==> src/rtl/fetch_stage_if.sv <==
// Bundle of the fetch stage's instruction-memory bus, control inputs and F/D outputs.
interface fetch_stage_if;
    logic [31:0] npc;
    logic        stall;
    logic        flush_D;
    logic [31:0] i_inst_rdata;
    logic [31:0] i_inst_addr;
    logic [31:0] pc_F;
    logic [31:0] instr_D;
    logic [31:0] pc_D;
    logic        valid_D;
    logic        exc_adel_D;

    modport master (
        input  npc,
        input  stall,
        input  flush_D,
        input  i_inst_rdata,
        output i_inst_addr,
        output pc_F,
        output instr_D,
        output pc_D,
        output valid_D,
        output exc_adel_D
    );

    modport slave (
        output npc,
        output stall,
        output flush_D,
        output i_inst_rdata,
        input  i_inst_addr,
        input  pc_F,
        input  instr_D,
        input  pc_D,
        input  valid_D,
        input  exc_adel_D
    );
endinterface

==> src/rtl/fetch_stage.sv <==
// Fetch stage: PC register plus F/D pipeline register with stall/flush control.
// Define FETCH_ADEL_EN to flag misaligned or out-of-range fetch addresses.
module fetch_stage (
    input  logic          clk,
    input  logic          reset,
    fetch_stage_if.master bus
);
    localparam logic [31:0] RESET_PC = 32'h0000_3000;

    logic [31:0] pc;
    logic [31:0] instr;
    logic [31:0] pc_dec;
    logic        valid;
    logic [31:0] capture_instr;

    assign bus.i_inst_addr = pc;
    assign bus.pc_F        = pc;
    assign bus.instr_D     = instr;
    assign bus.pc_D        = pc_dec;
    assign bus.valid_D     = valid;

    always_ff @(posedge clk) begin
        if (!reset) begin
            pc <= RESET_PC;
        end else if (!bus.stall) begin
            pc <= bus.npc;
        end
    end

`ifdef FETCH_ADEL_EN
    localparam logic [31:0] TEXT_LO = 32'h0000_3000;
    localparam logic [31:0] TEXT_HI = 32'h0000_6FFC;

    logic fetch_err;
    logic exc;

    // A faulting fetch still enters D as a valid slot so the exception can be raised there.
    always_comb begin
        fetch_err     = (pc[1:0] != 2'b00) || (pc < TEXT_LO) || (pc > TEXT_HI);
        capture_instr = fetch_err ? 32'h0000_0000 : bus.i_inst_rdata;
    end

    always_ff @(posedge clk) begin
        if (!reset) begin
            exc <= 1'b0;
        end else if (bus.flush_D) begin
            exc <= 1'b0;
        end else if (!bus.stall) begin
            exc <= fetch_err;
        end
    end

    assign bus.exc_adel_D = exc;
`else
    assign capture_instr  = bus.i_inst_rdata;
    assign bus.exc_adel_D = 1'b0;
`endif

    // Flush wins over stall so a stalled slot can be replaced by a bubble while the PC holds.
    always_ff @(posedge clk) begin
        if (!reset) begin
            instr  <= 32'h0000_0000;
            pc_dec <= RESET_PC;
            valid  <= 1'b0;
        end else if (bus.flush_D) begin
            instr  <= 32'h0000_0000;
            pc_dec <= pc;
            valid  <= 1'b0;
        end else if (!bus.stall) begin
            instr  <= capture_instr;
            pc_dec <= pc;
            valid  <= 1'b1;
        end
    end
endmodule

==> src/flat_wrapper.sv <==
// flat-port wrapper written by rule: the top's interface ports become plain ports
module fetch_stage_flat 
  (clk, reset, bus_npc, bus_stall, bus_flush_D, bus_i_inst_rdata, bus_i_inst_addr, bus_pc_F, bus_instr_D, bus_pc_D, bus_valid_D, bus_exc_adel_D);
  fetch_stage_if bus_i ();
  input  logic clk;
  input  logic reset;
  input wire logic [$bits(bus_i.npc)-1:0] bus_npc;
  input wire logic [$bits(bus_i.stall)-1:0] bus_stall;
  input wire logic [$bits(bus_i.flush_D)-1:0] bus_flush_D;
  input wire logic [$bits(bus_i.i_inst_rdata)-1:0] bus_i_inst_rdata;
  output wire logic [$bits(bus_i.i_inst_addr)-1:0] bus_i_inst_addr;
  output wire logic [$bits(bus_i.pc_F)-1:0] bus_pc_F;
  output wire logic [$bits(bus_i.instr_D)-1:0] bus_instr_D;
  output wire logic [$bits(bus_i.pc_D)-1:0] bus_pc_D;
  output wire logic [$bits(bus_i.valid_D)-1:0] bus_valid_D;
  output wire logic [$bits(bus_i.exc_adel_D)-1:0] bus_exc_adel_D;
  assign bus_i.npc = bus_npc;
  assign bus_i.stall = bus_stall;
  assign bus_i.flush_D = bus_flush_D;
  assign bus_i.i_inst_rdata = bus_i_inst_rdata;
  assign bus_i_inst_addr = bus_i.i_inst_addr;
  assign bus_pc_F = bus_i.pc_F;
  assign bus_instr_D = bus_i.instr_D;
  assign bus_pc_D = bus_i.pc_D;
  assign bus_valid_D = bus_i.valid_D;
  assign bus_exc_adel_D = bus_i.exc_adel_D;
  fetch_stage u_core (.clk(clk), .reset(reset), .bus(bus_i));
endmodule
==> config.mk <==
export PLATFORM = sky130hd
export DESIGN_NAME = fetch_stage_flat
export DESIGN_NICKNAME = d
export VERILOG_FILES = /design/src/rtl/fetch_stage_if.sv /design/src/rtl/fetch_stage.sv /design/src/flat_wrapper.sv
export SDC_FILE = /design/constraint.sdc
export NUM_CORES = 1
export LEC_CHECK = 0
export ABC_CLOCK_PERIOD_IN_PS = 2000
export BUFFER_PORTS_ARGS = -buffer_cell sky130_fd_sc_hd__buf_2
export CELL_PAD_IN_SITES_DETAIL_PLACEMENT = 1
export CELL_PAD_IN_SITES_GLOBAL_PLACEMENT = 1
export CORE_MARGIN = 4
export CORE_UTILIZATION = 36
export CTS_CLUSTER_DIAMETER = 200
export CTS_CLUSTER_SIZE = 24
export DETAILED_ROUTE_END_ITERATION = 6
export PLACE_DENSITY_LB_ADDON = 0.12
export RECOVER_POWER = 25
export SLEW_MARGIN = 20
export SYNTH_ARGS = -nofsm -noshare
export SYNTH_HDL_FRONTEND = slang
export SYNTH_SLANG_ARGS = --single-unit
==> constraint.sdc <==
create_clock -name clk -period 2 [get_ports clk]
set_input_delay 0.5 -clock clk [delete_from_list [all_inputs] [get_ports clk]]
set_output_delay 0.5 -clock clk [all_outputs]
set_load 0.03 [all_outputs]
==> metrics.txt, run 1 <==
CTS Root Cell clkbuf_8; CTS max path bufs 2; maxcap violations 0; Routability Congestion 0.678; pin count of the biggest net entering global routing 54; first-pass iteration count of the detailed router 4; Core Footprint 10,500 sq um; Syn Inst Count 385; via density per instance 4.51; fmax 603 MHz; Ports 198; Hold WS 0.361 ns; crit-path cells buf_4 > buf_2 > mux2i_1 > nor2_1; most common cell in the netlist dfxtp_1; Mapped Nets 453; CP arrival 1.87 ns; crit end category register; Setup TNS 0 ns; H-tree depth 3; Post-synth top cells dfxtp_1 (97), mux2i_1 (94), nand2_1 (62); area leader, netlist dfxtp_1; critical setup path kind in -> reg; post-CTS sizing 0; row count 37; slew margin rel. 0.214; hold buffers post-CTS 0; Max FO, Critical Path 38; RSZ-0062 raised after global routing no; dominant synthesized flop cell dfxtp_1; status complete, no violations; Pleak 2.53 nW; CP max-delay cell buf_2; Avg Synthesized Cell Area 10.2 sq um; first-pass GRT wire length 15,500 um; Inserted Clock Buffers 9; grt met2 use 0.264; vias in the first global route 3,127; initial core utilization 0.376; Total GRT Usage 0.150; Final Hold Viols 0; Chip Width 113 um; setup bufs post-CTS 0; final worst path period need 1.66 ns; Via Count 3,073; DRT Wirelength 9580 um; Post-synth ARST share 0; antenna violations before repair 0; Synth cell types 16; Filler Cell Count 1,269; Pwr Density 833 nW/um^2; remaining antenna violation count 0; Syn Std Cell Area 3930 sq um; Final Cycle Share 0.829; ratio of cells with drive above 1 in the final layout 0.398; GRT Max-Usage Layer met2; Peak VDD IR 0.000367 V; setup violators final 0; Max Slew Vio Count 0; worst hold path depth 3; Die Ht 113 um; Seq/Total Area, Yosys 0.494; crit start category primary input; layout net count 608; post-DP HPWL 7240 um; CP max stage delay 0.89 ns; Worst Tran Pin Value 1.18 ns; clock skew 0.00448 ns; YS warnings 0; Worst Reg2Reg Path Length in Cells 2; DR iter-0 viols 84; post-synth top area share 0.494; hold crit path type in -> reg; clock-pin slew on the worst setup and hold paths 0.09 ns; ranking of synthesized cells by area dfxtp_1 (49%), mux2i_1 (24%), buf_4 (6.9%), nand2_1 (5.9%), nor2b_1 (4.8%); I/O Buffers 196; DRC 0; met3 Track Usage GR 0.0447; Area Growth Syn to Fin 24.5%; CTS tree done; ant diodes 0; die area 12,700 sq um; GR Util met1 0.171; clock latency on the worst-skew pair 0.34 ns; flop and latch count out of synthesis 97; Routed wire per std cell 14.1 um; grt total ovfl 0; Post-synth EDFFs 0; Clock Sinks 97; post-layout util 0.468; WP data required 2.21 ns
[registers in the layout, summed over array words and instances, names as in the netlist]
| register | cells |
|---|---|
| u_core.bus.valid_D | 1 |
| u_core.bus.instr_D | 32 |
| u_core.bus.pc_D | 32 |
| u_core.bus.i_inst_addr | 32 |
[worst paths after layout]
path | startpoint | end | slack [ns]
worst max-delay path | bus_stall | u_core.bus.instr_D[5]$_SDFFE_PP0N_ | 0.34
worst max register to register | u_core.bus.i_inst_addr[12]$_SDFFE_PN1N_ | u_core.bus.i_inst_addr[12]$_SDFFE_PN1N_ | 1.27
worst min-delay path | bus_npc[13] | u_core.bus.i_inst_addr[13]$_SDFFE_PN1N_ | 0.36
worst min register to register | u_core.bus.valid_D$_SDFFE_PP0N_ | u_core.bus.valid_D$_SDFFE_PP0N_ | 0.44
[placed cells by master (no fill, tap or decap)]
cell and count:
nand2b_1 1, nor2b_1 30, inv_1 3, a21oi_1 1
nand2_1 62, clkbuf_2 3, mux2i_1 94, buf_2 195
dfxtp_1 97, clkbuf_8 12, conb_1 1, clkinv_2 1
clkbuf_1 3, nor2b_4 1, bufinv_16 1, o211ai_1 2
nor2_1 32, nand3b_1 2, buf_4 4
[cell families after synthesis]
logic type | share of synthesized area
and+or+nand+nor | 0.146
buffers and inverters | 0.114
muxes | 0.239
other | 0.000954
DFF | 0.494
AOI/OAI and AO/OA | 0.00509
[critical path: cells and delay by family]
kind          cells  cell delay, ns
simple gates      1            0.05
mux               1            0.29
buf+inv           2            0.99
[final cells by class]
| class | count | area (sq um) | area share |
|---|---|---|---|
| Sequential cell | 97 | 1940 | 0.397 |
| Multi-Input combinational cell | 226 | 1540 | 0.315 |
| Timing Repair Buffer | 203 | 1020 | 0.209 |
| Clock buffer | 14 | 173 | 0.0353 |
| Tap cell | 136 | 170 | 0.0348 |
| Clock inverter | 2 | 35.0 | 0.00716 |
| Inverter | 3 | 11.3 | 0.00230 |
[metrics by stage]
stage / worst slack (ns) / cells / cell area, sq um / power, W
3_5_place_dp: 0.475 / 665 / 4710 / 0.00285
3_3_place_gp: 0.496 / 665 / 4710 / 0.00283
4_1_cts: 0.481 / 681 / 4920 / 0.00416
5_1_grt: 0.235 / 681 / 4900 / 0.00429
2_1_floorplan: 0.760 / 385 / 3930 / 0.00267
6_report: 0.342 / 681 / 4900 / 0.00408
[per-layer routing]
layer | vias up | part of all wire
met5 | - | 0
met1 | 1432 | 0.40
li1 | 1523 | -
met4 | 0 | 0.015
met3 | 11 | 0.076
met2 | 107 | 0.51
[power by group]
group | total [W] | switching [W] | leakage (nW) | internal, W
logic | 0.000705 | 0.000460 | 1.63 | 0.000245
registers | 0.00208 | 0.0000604 | 0.794 | 0.00202
clock network | 0.00129 | 0.000613 | 0.107 | 0.000681
total | 0.00408 | 0.00113 | 2.53 | 0.00294
No activity file was read; power rests on OpenSTA's default activity.
==> run 2, diff against run 1 <==
- ABC_CLOCK_PERIOD_IN_PS: 2000 -> 1590
- CORE_UTILIZATION: 36 -> 33
- clock period: 2 -> 1.59 ns (I/O delays scaled with it)
==> run 2 against run 1 <==
Net effect:
- core utilization down 3.1 points
- worst hold slack worse by 0.093 ns
- via count unchanged
- clock-buffer cell count unchanged
- die area increased by 8.4%
- sequential power rose by 26%
- final cell count increased by 1.2%
- first-iteration DRC count rose by 17%
- clock skew up 0.0019 ns
- sequential cell count stayed put
- critical endpoint is now bus_pc_F[28]
- highest routed layer unchanged
==> metrics.txt, run 2 (synthesis results as in run 1) <==
status complete, no violations; Inserted Clock Buffers 9 (unchanged); fmax 731 MHz; CP max-delay cell dfxtp_1; DRT Wirelength 9980 um (+4.1%); via density per instance 4.46 (-1.2%); final cell count without fillers 689 (+1.2%); Setup TNS 0 ns (unchanged); reg-to-reg slack, setup 0.90 ns (-0.37 ns); Chip Width 117 um (+4.1%); DP Worst Slack 0.260 ns (-0.214 ns); CP max stage delay 0.40 ns (-0.49 ns); ant diodes 0 (unchanged); r2r endpoint u_core.bus.i_inst_addr[28]$_SDFFE_PN0N_; Final Hold Viols 0 (unchanged); Clock Sinks 97 (unchanged); WP data required 1.19 ns (-1.02 ns); crit-path leading delay family flip-flops; Routed wire per std cell 14.5 um (+2.9%); post-CTS sizing 0 (unchanged); Via Count 3,073 (unchanged); Setup WS post-layout 0.223 ns (-0.120 ns); remaining antenna violation count 0 (unchanged); initial core utilization 0.341 (-0.0344); die area 13,700 sq um (+8.4%); maxcap violations 0 (unchanged); row count 39 (+5.4%); Storage cell area 1940 sq um (unchanged); ratio of cells with drive above 1 in the final layout 0.397 (-0.000729); vias in the first global route 3,038 (-2.8%); crit-path cells buf_2; placed cells 673 (+1.2%); hold buffers post-CTS 0 (unchanged); Hold Startpoint bus_npc[13]; CTS Root Cell clkbuf_16; grt total ovfl 0 (unchanged); RSZ-0062 raised after global routing no; Worst Reg2Reg Path Length in Cells 2 (unchanged); CP arrival 0.97 ns (-0.90 ns); DR iter-0 viols 98 (+17%); Pleak 2.59 nW (+2.2%); Area Growth Syn to Fin 28.1%; worst r2r src u_core.bus.i_inst_addr[28]$_SDFFE_PN0N_; worst hold path depth 3 (unchanged); layout net count 609 (+0.16%); area of the multi-input gates 1540 sq um (unchanged); commonest cells after routing, fill and taps aside buf_2 (195), dfxtp_1 (97), mux2i_1 (94), nand2_1 (62), nor2_1 (32); clock-pin slew on the worst setup and hold paths 0.07 ns (-0.02 ns); CP Buf/Inv Count 1 (-1); hold crit path type in -> reg; Hold WS 0.268 ns (-0.0933 ns); Routability Congestion 0.683 (+0.81%); Total GRT Usage 0.143 (-0.00663); Worst Tran Pin Value 0.624 ns (-0.554 ns); first-pass GRT wire length 15,200 um (-2.3%); Ports 198 (unchanged); Core Footprint 11,500 sq um (+10%); DRC 0 (unchanged); clock latency on the worst-skew pair 0.34 ns (about the same); setup bufs post-CTS 0 (unchanged); Final Cycle Share 0.860; leading cell type in the layout, fill and taps excluded buf_2; setup violators final 0 (unchanged); H-tree depth 3 (unchanged); final worst path period need 1.37 ns; slew margin rel. 0.584 (+0.369); pin count of the biggest net entering global routing 64 (+19%); Pwr Density 1140 nW/um^2 (+37%); first-pass iteration count of the detailed router 4 (unchanged); I/O Buffers 196 (unchanged); clock skew 0.00636 ns (+0.00188 ns); WHS Endpoint u_core.bus.i_inst_addr[13]$_SDFFE_PN1N_; post-DP HPWL 7440 um (+2.7%); critical setup path kind reg -> out; crit end category primary output; CTS tree done; CTS max path bufs 2 (unchanged); crit start category register; Peak VDD IR 0.000712 V (+94%); Die Ht 117 um (+4.1%); Filler Cell Count 1,360 (+7.2%); Max Slew Vio Count 0 (unchanged); antenna violations before repair 0 (unchanged); Max FO, Critical Path 4 (-89%)
## run 2: layout make-up
cell class / count / area share
repair buffers: 204 / 0.210
clock inverters: 2 / 0.00695
clock buffers: 14 / 0.0544
flip-flops and latches: 97 / 0.385
multi-input cells: 226 / 0.306
inverters: 3 / 0.00224
well taps: 143 / 0.0355
## run 2: metrics by stage
| stage | cell area [sq um] | util | total power [W] |
|---|---|---|---|
| 2_1_floorplan | 3930 | - | 0.00335 |
| 3_5_place_dp | 4750 | 0.413 | 0.00359 |
| 6_report | 5040 | 0.437 | 0.00574 |
| 3_3_place_gp | 4750 | 0.413 | 0.00357 |
| 4_1_cts | 5060 | 0.440 | 0.00586 |
| 5_1_grt | 5040 | 0.437 | 0.00601 |
## run 2: worst max-delay path by stage
stage                                                  from                                      end  depth (start not counted)
floorplan                                         bus_stall  u_core.bus.i_inst_addr[12]$_SDFFE_PN1N_                          5
detailed placement                                bus_stall  u_core.bus.i_inst_addr[27]$_SDFFE_PN0N_                          4
CTS                 u_core.bus.i_inst_addr[18]$_SDFFE_PN0N_                      bus_i_inst_addr[18]                          1
global route                                          reset          u_core.bus.pc_D[1]$_SDFFE_PN0P_                          4
global placement                                  bus_stall   u_core.bus.i_inst_addr[3]$_SDFFE_PN0N_                          4
finish              u_core.bus.i_inst_addr[28]$_SDFFE_PN0N_                             bus_pc_F[28]                          1
## run 2: power by group
part	total, W	internal, W	switching, W
Clock	0.00223	0.00135	0.000883
Sequential	0.00262	0.00254	0.0000760
Combinational	0.000895	0.000313	0.000582
Total	0.00574	0.00420	0.00154
## run 2: routing by layer
metal  vias to the layer above  wire, um  GRT usage
met1                      1428      4130      0.168
li1                       1525         -          -
met2                       112      4910      0.240
met5                         -         0          0
met3                         8       799     0.0519
met4                         0       130     0.0550
==> run 3, diff against run 2 <==
- ABC_CLOCK_PERIOD_IN_PS: 1590 -> 1300
- clock period: 1.59 -> 1.3 ns (I/O delays scaled with it)
==> run 3 against run 2 <==
Net effect:
- first-iteration DRC count fell by 11%
- core utilization rose by 1.3 points
- worst hold slack got worse by 0.056 ns
- sequential share of layout area fell by 0.81 points
- worst setup slack got worse by 0.19 ns
- largest power group unchanged
- clock skew fell by 0.0041 ns
- wire length fell by 1.6%
- combinational power rose by 26%
- critical path type unchanged
- total power rose by 26%
==> metrics.txt, run 3 (synthesis results as in run 1) <==
CP Buf/Inv Count 1 (unchanged); Inserted Clock Buffers 9 (unchanged); total power 0.00723 W (+26%); Pleak 2.61 nW (+1.1%); Final Hold Viols 0 (unchanged); Pwr Density 1390 nW/um^2 (+22%); hold crit path type in -> reg; CP max-delay cell dfxtp_1; fmax 789 MHz; die area 13,700 sq um (unchanged); CP arrival 0.94 ns (-0.03 ns); hold buffers post-CTS 0 (unchanged); Worst Tran Pin Value 0.789 ns (+0.164 ns); Critical Path End bus_i_inst_addr[31]; Routed wire per std cell 14.2 um (-1.8%); crit-path cells buf_2; final cell count without fillers 690 (+0.15%); Die Ht 117 um (unchanged); antenna violations before repair 0 (unchanged); Worst Reg2Reg Path Length in Cells 2 (unchanged); layout net count 610 (+0.16%); pin count of the biggest net entering global routing 48 (-25%); DRC 0 (unchanged); r2r endpoint u_core.bus.i_inst_addr[30]$_SDFFE_PN0N_; Chip Width 117 um (unchanged); Total GRT Usage 0.142 (-0.00178); Worst Setup SP u_core.bus.i_inst_addr[31]$_SDFFE_PN0N_; vias in the first global route 3,072 (+1.1%); CTS Root Cell clkbuf_16; CTS tree done; Max Slew Vio Count 0 (unchanged); crit end category primary output; clock-pin slew on the worst setup and hold paths 0.06 ns (about the same); Max FO, Critical Path 4 (unchanged); via density per instance 4.47 (+0.25%); Peak VDD IR 0.000656 V (-7.9%); Clock Sinks 97 (unchanged); setup violators final 0 (unchanged); row count 39 (unchanged); DR iter-0 viols 87 (-11%); first-pass iteration count of the detailed router 4 (unchanged); ant diodes 0 (unchanged); reg-to-reg slack, setup 0.59 ns (-0.31 ns); Core Footprint 11,500 sq um (unchanged); commonest cells after routing, fill and taps aside buf_2 (158), mux2i_1 (94), dfxtp_1 (83), nand2_1 (62), nor2_1 (32); cell count along the critical path 1 (unchanged); CTS max path bufs 2 (unchanged); clock latency on the worst-skew pair 0.34 ns (about the same); status complete, no violations; clock skew 0.00229 ns (-0.00407 ns); H-tree depth 3 (unchanged); CP max stage delay 0.39 ns (about the same); critical setup path kind reg -> out; grt total ovfl 0 (unchanged); ratio of cells with drive above 1 in the final layout 0.430 (+0.0322); DRT Wirelength 9820 um (-1.6%); Routability Congestion 0.719 (+5.2%); I/O Buffers 196 (unchanged); Ports 198 (unchanged); initial core utilization 0.341 (unchanged); Via Count 3,085 (+0.39%); maxcap violations 0 (unchanged); slew margin rel. 0.474 (-0.109); RSZ-0062 raised after global routing yes; remaining antenna violation count 0 (unchanged); post-DP HPWL 7470 um (+0.44%); final worst path period need 1.27 ns; placed cells 674 (+0.15%); WP data required 0.98 ns (-0.21 ns); Final Cycle Share 0.975; first-pass GRT wire length 15,200 um (-0.22%); crit-path leading delay family flip-flops; leading cell type in the layout, fill and taps excluded buf_2; crit start category register; Area Growth Syn to Fin 32.1%; worst r2r src u_core.bus.i_inst_addr[30]$_SDFFE_PN0N_
[run 3: changes by cell type in the layout (fill, tap and decap cells not counted), sizes merged]
cell,change
buf,-16
clkbuf,+14
clkinv,+1
bufinv,+1
clkinvlp,+1
[run 3: how the worst min path moves through the flow]
stage	from	endpoint	slack (ns)	depth (start not counted)
after floorplan	bus_npc[12]	u_core.bus.i_inst_addr[12]$_SDFFE_PN1N_	0.45	2
after global placement	u_core.bus.valid_D$_SDFFE_PP0N_	u_core.bus.valid_D$_SDFFE_PP0N_	0.44	2
after detailed placement	u_core.bus.valid_D$_SDFFE_PP0N_	u_core.bus.valid_D$_SDFFE_PP0N_	0.44	2
after CTS	bus_npc[12]	u_core.bus.i_inst_addr[12]$_SDFFE_PN1N_	0.19	3
after global routing	bus_i_inst_rdata[0]	u_core.bus.instr_D[0]$_SDFFE_PP0N_	0.21	3
final	bus_npc[12]	u_core.bus.i_inst_addr[12]$_SDFFE_PN1N_	0.21	3
[run 3: report_power, final]
part	internal, W	leakage (nW)	switching [W]
Sequential	0.00311	0.798	0.0000974
Clock	0.00178	0.162	0.00111
Combinational	0.000425	1.66	0.000708
[run 3: layout make-up]
class	instances	area, sq um
clock buffer	11	253
clock inverter	5	77.6
fill	1345	6320
inverter	3	11.3
multi-input combinational	226	1540
sequential	97	1960
tap	143	179
timing repair buffer	205	1170
[run 3: layer usage]
metal	up-vias	GRT usage	wire, um
li1	1523	-	-
met1	1433	0.167	4240
met2	117	0.239	4680
met3	12	0.0386	709
met4	0	0.0650	189
met5	-	0	0
[run 3: what timing repair did]
item                                    4_1_cts  5_1_grt
resized for setup                             8       54
endpoints found under the setup margin       11       40
buffers inserted                              0        0
[run 3: through the flow]
step	utilization	hold WS [ns]	worst slack, ns	cell area (sq um)	TNS (ns)
floorplan	-	0.450	0.235	3930	0
global placement	0.417	0.436	0.143	4800	0
detailed placement	0.417	0.442	0.101	4800	0
CTS	0.447	0.195	-0.0136	5150	-0.0447
global route	0.451	0.210	-0.0145	5190	-0.0302
finish	0.451	0.212	0.0322	5190	0
